File: config.mk
export PLATFORM = sky130hd
export DESIGN_NAME = ps_to_mmv_dec
export DESIGN_NICKNAME = d
export VERILOG_FILES = /design/src/rtl/ps_to_mmv_dec.sv
export SDC_FILE = /design/constraint.sdc
export NUM_CORES = 1
export LEC_CHECK = 0
export BUFFER_PORTS_ARGS = -buffer_cell sky130_fd_sc_hd__buf_2
export CAP_MARGIN = 10
export CORE_ASPECT_RATIO = 2
export CORE_UTILIZATION = 51
export CTS_CLUSTER_DIAMETER = 40
export DETAILED_ROUTE_END_ITERATION = 7
export MAX_ROUTING_LAYER = met4
export PLACE_DENSITY = 0.78
export SLEW_MARGIN = 25
export SYNTH_ARGS = -nofsm -noshare
export SYNTH_HDL_FRONTEND = slang
export SYNTH_SLANG_ARGS = --single-unit
export TNS_END_PERCENT = 30
File: constraint.sdc
create_clock -name clk -period 2.25 [get_ports clk]
set_input_delay 0.675 -clock clk [delete_from_list [all_inputs] [get_ports clk]]
set_output_delay 0.675 -clock clk [all_outputs]
set_load 0.01 [all_outputs]
File: src/rtl/ps_to_mmv_dec.sv
// ---------------------------------------------------------------------------
// ps_to_mmv_dec
//   PacketStream-to-MemoryMapped decoder. Inbound request packets are turned
//   into single MemoryMapped master transactions. Each read result is sent
//   back as a two-word response packet on the outbound stream. Only one
//   transaction is in flight at a time: the inbound stream is stalled from
//   the end of a request until the write is accepted or the read response
//   has been fully delivered.
//
//   Header word: bit0 = packet type (0 request, 1 response),
//                bit1 = write request, bit2 = read request.
//   Read request : header, addr+eop
//   Write request: header, addr, data+eop
//   Response     : 1, rdat+eop
//
// Ports
//   rst      async reset, active-high
//   clk      clock
//   i_dat    inbound stream data          i_val  inbound valid
//   i_eop    inbound end of packet        i_rdy  inbound ready (state decode)
//   o_dat    outbound stream data         o_val  outbound valid
//   o_eop    outbound end of packet       o_rdy  outbound ready
//   m_addr   master address               m_wreq master write request
//   m_wdat   master write data            m_rreq master read request
//   m_rdat   master read data             m_rval master read data valid
//   m_busy   master busy (request not accepted this cycle)
// ---------------------------------------------------------------------------
module ps_to_mmv_dec #(
   parameter int WIDTH = 8
) (
   input  logic             rst,
   input  logic             clk,
   input  logic [WIDTH-1:0] i_dat,
   input  logic             i_val,
   input  logic             i_eop,
   output logic             i_rdy,
   output logic [WIDTH-1:0] o_dat,
   output logic             o_val,
   output logic             o_eop,
   input  logic             o_rdy,
   output logic [WIDTH-1:0] m_addr,
   output logic             m_wreq,
   output logic [WIDTH-1:0] m_wdat,
   output logic             m_rreq,
   input  logic [WIDTH-1:0] m_rdat,
   input  logic             m_rval,
   input  logic             m_busy
);

   typedef enum logic [3:0] {
      st_hdr,
      st_addr,
      st_data,
      st_skip,
      st_wr,
      st_rd,
      st_rval,
      st_res_hdr,
      st_res_dat
   } state_t;

   localparam logic [WIDTH-1:0] RES_HDR = WIDTH'(1);

   state_t           state;
   logic             op_write;   // request being decoded is a write
   logic [WIDTH-1:0] rdat_reg;   // read result parked while the header goes out
   logic             acc;

   // NOTE: i_rdy decodes the state register only, so o_rdy and m_busy never
   // reach it combinationally; a continuous assign cannot infer a latch.
   assign i_rdy = (state == st_hdr)  || (state == st_addr) ||
                  (state == st_data) || (state == st_skip);

   assign acc = i_val & i_rdy;

   // NOTE: all state and outputs update with non-blocking assignments so every
   // branch sees the pre-edge values, independent of statement order.
   always_ff @(posedge clk or posedge rst) begin
      if (rst) begin
         state    <= st_hdr;
         op_write <= 1'b0;
         rdat_reg <= '0;
         m_addr   <= '0;
         m_wdat   <= '0;
         m_wreq   <= 1'b0;
         m_rreq   <= 1'b0;
         o_dat    <= '0;
         o_val    <= 1'b0;
         o_eop    <= 1'b0;
      end else begin
         case (state)
            st_hdr: begin
               if (acc) begin
                  if (i_eop) begin
                     state <= st_hdr;              // one-word packet: drop
                  end else if (i_dat[0]) begin
                     state <= st_skip;             // response-type packet: drop
                  end else if (i_dat[1]) begin
                     state    <= st_addr;          // write wins over read
                     op_write <= 1'b1;
                  end else if (i_dat[2]) begin
                     state    <= st_addr;
                     op_write <= 1'b0;
                  end else begin
                     state <= st_skip;
                  end
               end
            end

            st_addr: begin
               if (acc) begin
                  m_addr <= i_dat;
                  if (op_write) begin
                     state <= i_eop ? st_hdr : st_data;
                  end else if (i_eop) begin
                     state  <= st_rd;
                     m_rreq <= 1'b1;
                  end else begin
                     state <= st_skip;
                  end
               end
            end

            st_data: begin
               if (acc) begin
                  m_wdat <= i_dat;
                  if (i_eop) begin
                     state  <= st_wr;
                     m_wreq <= 1'b1;
                  end else begin
                     state <= st_skip;             // over-long write: no access
                  end
               end
            end

            st_skip: begin
               if (acc && i_eop) begin
                  state <= st_hdr;
               end
            end

            st_wr: begin
               if (!m_busy) begin
                  m_wreq <= 1'b0;
                  state  <= st_hdr;
               end
            end

            st_rd: begin
               if (!m_busy) begin
                  m_rreq <= 1'b0;
                  state  <= st_rval;
               end
            end

            st_rval: begin
               if (m_rval) begin
                  rdat_reg <= m_rdat;
                  o_dat    <= RES_HDR;
                  o_val    <= 1'b1;
                  o_eop    <= 1'b0;
                  state    <= st_res_hdr;
               end
            end

            st_res_hdr: begin
               if (o_rdy) begin
                  o_dat <= rdat_reg;
                  o_eop <= 1'b1;
                  state <= st_res_dat;
               end
            end

            st_res_dat: begin
               if (o_rdy) begin
                  o_val <= 1'b0;
                  o_eop <= 1'b0;
                  state <= st_hdr;
               end
            end

            default: state <= st_hdr;
         endcase
      end
   end

endmodule

Word level (Yosys, flattened, before mapping)
Cells that the tools add are included.

word-level totals
  register bits after elaboration = 41
  input bits = 23
  output and inout bits = 29
  logic and storage cells = 90

cells by class
  equality and inequality tests = 20
  mux-type cells = 36
  bitwise logic cells = 3
  reductions and logical operators = 21

operators with widths
  cell                  number
  $mux W4               9
  $pmux W4 S9           1
  $ne A2 B2 Y1 const B  11
  $eq A4 B3 Y1 const B  4
  $mux W8               2
  $pmux W8 S2           1
  $mux W1               11
  $mux W2               5
  $reduce_and A5 Y1     2
  $reduce_bool A2 Y1    5
  $mux W3               3
  $reduce_and A9 Y1     1
  $eq A4 B2 Y1 const B  2
  $reduce_and A4 Y1     2
  $pmux W1 S2           3
  $reduce_and A2 Y1     3
  $reduce_and A3 Y1     2
  $eq A4 B1 Y1 const B  1
  $eq A4 B4 Y1 const B  1
  $logic_not A4 Y1      1
  $logic_or A1 B1 Y1    3
  $pmux W1 S3           1
  $reduce_bool A3 Y1    1
  $ne A2 B1 Y1 const B  1
  3 further kinds       4

Depth between registers and ports, before layout
  depth after elaboration = 8
  gate-level depth with buffers = 6
  mapped depth without buffers = 4

Least setup slack after synthesis
OpenSTA, ideal clock, no wires.

  path type = in2reg
  start = in i_val
  end = reg state[0]
  library setup time = 0.126 ns
  data arrival time = 1.749 ns
  data required time = 2.124 ns
  slack = 0.375 ns
  cell stages on the path = 5
  path buffers = 1
  cell sequence = clkbuf_1 -> or4b_1 -> a21oi_1 -> or3_1 -> o32a_1

on the way
  word-level cells in the longest chain between the ends = 4
  elaborated cells on any way between the ends = 7
  classes of those cells = 4 x eq/ne; 1 x bitwise; 2 x reduce/logical

ends and longest elaborated chain
  what                           line  text
  from (decl)                    34    input logic i_val,
  $and A1 B1 Y1 *                74    assign acc = i_val & i_rdy;
  $logic_and A1 B1 Y1            137   if (acc && i_eop) begin
  $ne A2 B1 Y1 (no line)         --
  $reduce_and A9 Y1 (no line) *  --
  to (signal assigned)           80    state <= st_hdr;
  to (signal assigned)           138   state <= st_hdr;
  to (signal assigned)           145   state <= st_hdr;
  to (decl)                      64    state_t state;

Every way passes the cells marked *; elsewhere a longest branch is shown, timed or not.
A chain may end at the register's enable or synchronous reset.

Worst setup path after layout
  start = reg state[2]
  end = out i_rdy

on the way
  word-level cells in the longest chain between the ends = 4
  elaborated cells on any way between the ends = 7
  classes of those cells = 3 x eq/ne; 4 x reduce/logical

ends and longest elaborated chain
  what                                                     line  text
  from (signal assigned)                                   80
  from (signal assigned)                                   95    state <= st_hdr;
  from (signal assigned)                                   97    state <= st_skip;
  $eq A4 B1 Y1 / $logic_not A4 Y1 (equally long branches)  71    assign i_rdy = (state == st_hdr) || (state == st_addr) ||
  $logic_or A1 B1 Y1 (2 in series)                         71
  $logic_or A1 B1 Y1 *                                     72    (state == st_data) || (state == st_skip);
  to (decl)                                                36    output logic i_rdy,

Marks and branches as above.

==> results_dict.tcl <==
set metrics [dict create \
    status "completed" \
    vias 1439 \
    drtAntennaViolNets 0 \
    die_area_mm2 0.003962 \
    antenna_found_initial 0 \
    port-buffer-count 51 \
    cp_data_arrival_time_ps 1450 \
    grt_overflow_total 0 \
    ir_worst_vdd_uv 1093 \
    p_int_mw 2.045 \
    finClkSkew_ps 6.257 \
    path_class "reg -> out" \
    postCtsSetupRepairBufs 0 \
    wire_per_inst_um 14.67 \
    synth_top_family_by_area "simple AND/OR/NAND/NOR gates" \
    rsz0062_at_grt "false" \
    ys_seq_area_share_pct 54.38 \
    maxCapViolCount 0 \
    worstPathRequired_ps 1570 \
    yosysWarnings 0 \
    cp-start-kind "flip-flop" \
    start_util_pct 54.64 \
    min_from "rdat_reg[0]" \
    gp_congestion 1.032 \
    synth_simple_gate_area_share_pct 16.05 \
    crit_path_end_kind "output port" \
    nets 236 \
    synthAdderAreaFrac_pct 0 \
    grt_pass1_vias 1452 \
    cts_buffers 5 \
    antenna_cells 0 \
    cts.path.max_buffers 2 \
    drt_pass1_iterations 4 \
    layout-drive-gt1-share_pct 43.46 \
    fin_crit_ps 2123 \
    synth_edf_count 0 \
    die_x_um 45.01 \
    slew_viol_final 0 \
    rows 30 \
    synth_cell_type_count 42 \
    syn_area_per_cell_um2 11.79 \
    drtIter0Drc 28 \
    root_buffer "clkbuf_8" \
    clk_latency_ps 290 \
    synth_cells 160 \
    slew_headroom_pct 53.31 \
    hold_class "reg -> reg" \
    synth_compound_area_share_pct 10.88 \
    final.setup.tns_ps 0 \
    grtUsageTotal_pct 22.39 \
    ios 52 \
    chipHeight_um 88.02 \
    r2r-start "state[2]" \
    power_density_mw_per_mm2 1354 \
    synth_xor_area_share_pct 0 \
    synth_ff_type "dfrtp_1" \
    ys_ff_latch 41 \
    setup_viol 0 \
    p_switching_mw 1.076 \
    p_comb_share_pct 37.3 \
    h-tree-depth 2 \
    startpoint "state[2]" \
    synth.net_count 183 \
    cts.hold.buffers_added 0 \
    hold_slack_ps 474.3 \
    synth.mux.area_fraction_pct 15.52 \
    drc_errors 0 \
    cp_max_fo 17 \
    vias_per_cell 5.492 \
    clkTransAtPathRegs_ps 80 \
    core_area_mm2 0.003453 \
    totalPowerFinal_mw 3.121 \
    finalCritPeriodShare_pct 94.36 \
    wl_um 3844 \
    hpwl_um 2877 \
    p_seq_share_pct 43.4 \
    worst_pin_slew_ps 699.6 \
    fmax_mhz 471.0 \
    hold_viol 0 \
    async_reset_ff_share_pct 100.0 \
    cts_tree "done" \
    p_leak_nw 1.085 \
    power_switching_share_pct 34.48 \
    syn_to_final_growth_pct 22.15 \
    grt_max_degree 25 \
    clkPwrFrac_pct 19.3 \
    grt_pass1_wl_um 6320 \
    syn_area_mm2 0.001887 \
    cts.sinks 41 \
    cts_resized 0 \
]
-- final cells by class --
class	count	area [µm²]
sequential	41	1026
inverter	3	11.26
fill	285	1149
tap	48	60.06
timing repair buffer	54	290.3
multi-input combinational	108	800.8
clock buffer	7	86.33
clock inverter	1	30.03
-- critical path: stages, from the launching register on --
cell and delay (ps):
dfrtp_1 570, nor2_1 380, buf_2 210
-- worst paths after layout --
path	to	slack [ps]	depth (start not counted)
worst max-delay path	i_rdy	130	2
worst min register to register	o_dat[0]	470	2
worst max register to register	m_addr[6]	260	3
worst min-delay path	o_dat[0]	470	2
max in group asynchronous	rdat_reg[6]	1200	3
min in group asynchronous	m_addr[5]	480	2
-- logic make-up after synthesis --
group / after synthesis
DFF: 41
and+or+nand+nor: 53
buffers and inverters: 11
AOI/OAI and AO/OA: 29
muxes: 26
-- power groups by stage --
| stage | logic (mW) | clock network (mW) | registers [mW] |
|---|---|---|---|
| after floorplan | 0.763 | 0 | 1.38 |
| after global placement | 1.13 | 0 | 1.34 |
| after detailed placement | 1.17 | 0 | 1.36 |
| after CTS | 1.18 | 0.619 | 1.35 |
| after global routing | 1.28 | 0.647 | 1.40 |
| final | 1.17 | 0.602 | 1.35 |
-- cells in the final DEF (no fill, tap or decap), types with 2 or more instances in the layout --
cell,count
buf_2,51
dfrtp_1,41
mux2_2,25
nand2_1,17
o21ai_0,12
nor2_1,8
clkbuf_8,6
nor3_1,4
inv_1,3
nand2b_1,3
a21oi_1,3
nor4_1,3
nand3_1,2
o41ai_1,2
nor2b_1,2
nand3b_1,2
buf_4,2
-- through the flow --
| step | setup WS, ps | area [µm²] | util (%) | std cells |
|---|---|---|---|---|
| final | 126.9 | 2305 | 66.74 | 262 |
| after global routing | 45.49 | 2305 | 66.74 | 262 |
| after CTS | 143.9 | 2305 | 66.74 | 262 |
| after detailed placement | 292.1 | 2188 | 63.37 | 254 |
| after global placement | 337.0 | 2188 | 63.37 | 254 |
| after floorplan | 375.3 | 1887 | - | 160 |
-- synth_stat cells (2+ instances only) --
cell	n	area [µm²]
nand2_1	17	63.81
nor4_1	3	18.77
nand3b_1	2	15.01
nand3_1	2	10.01
nor2b_1	2	12.51
o21ai_0	12	60.06
nor2_1	8	30.03
a21oi_1	3	15.01
dfrtp_1	41	1026
buf_6	2	22.52
inv_1	3	11.26
mux2_2	25	281.5
nand2b_1	3	18.77
buf_2	3	15.01
clkbuf_1	3	11.26
o41ai_1	2	17.52
nor3_1	4	20.02
-- per-layer routing --
layer  vias up  wire (µm)  GRT usage [%]
met5         -          0              -
met4         0         61          8.264
met3         6        125          4.330
met2        34       2169          39.13
met1       719       1488          24.01
li1        680          -              -
Power figures use the tool's default switching activity.
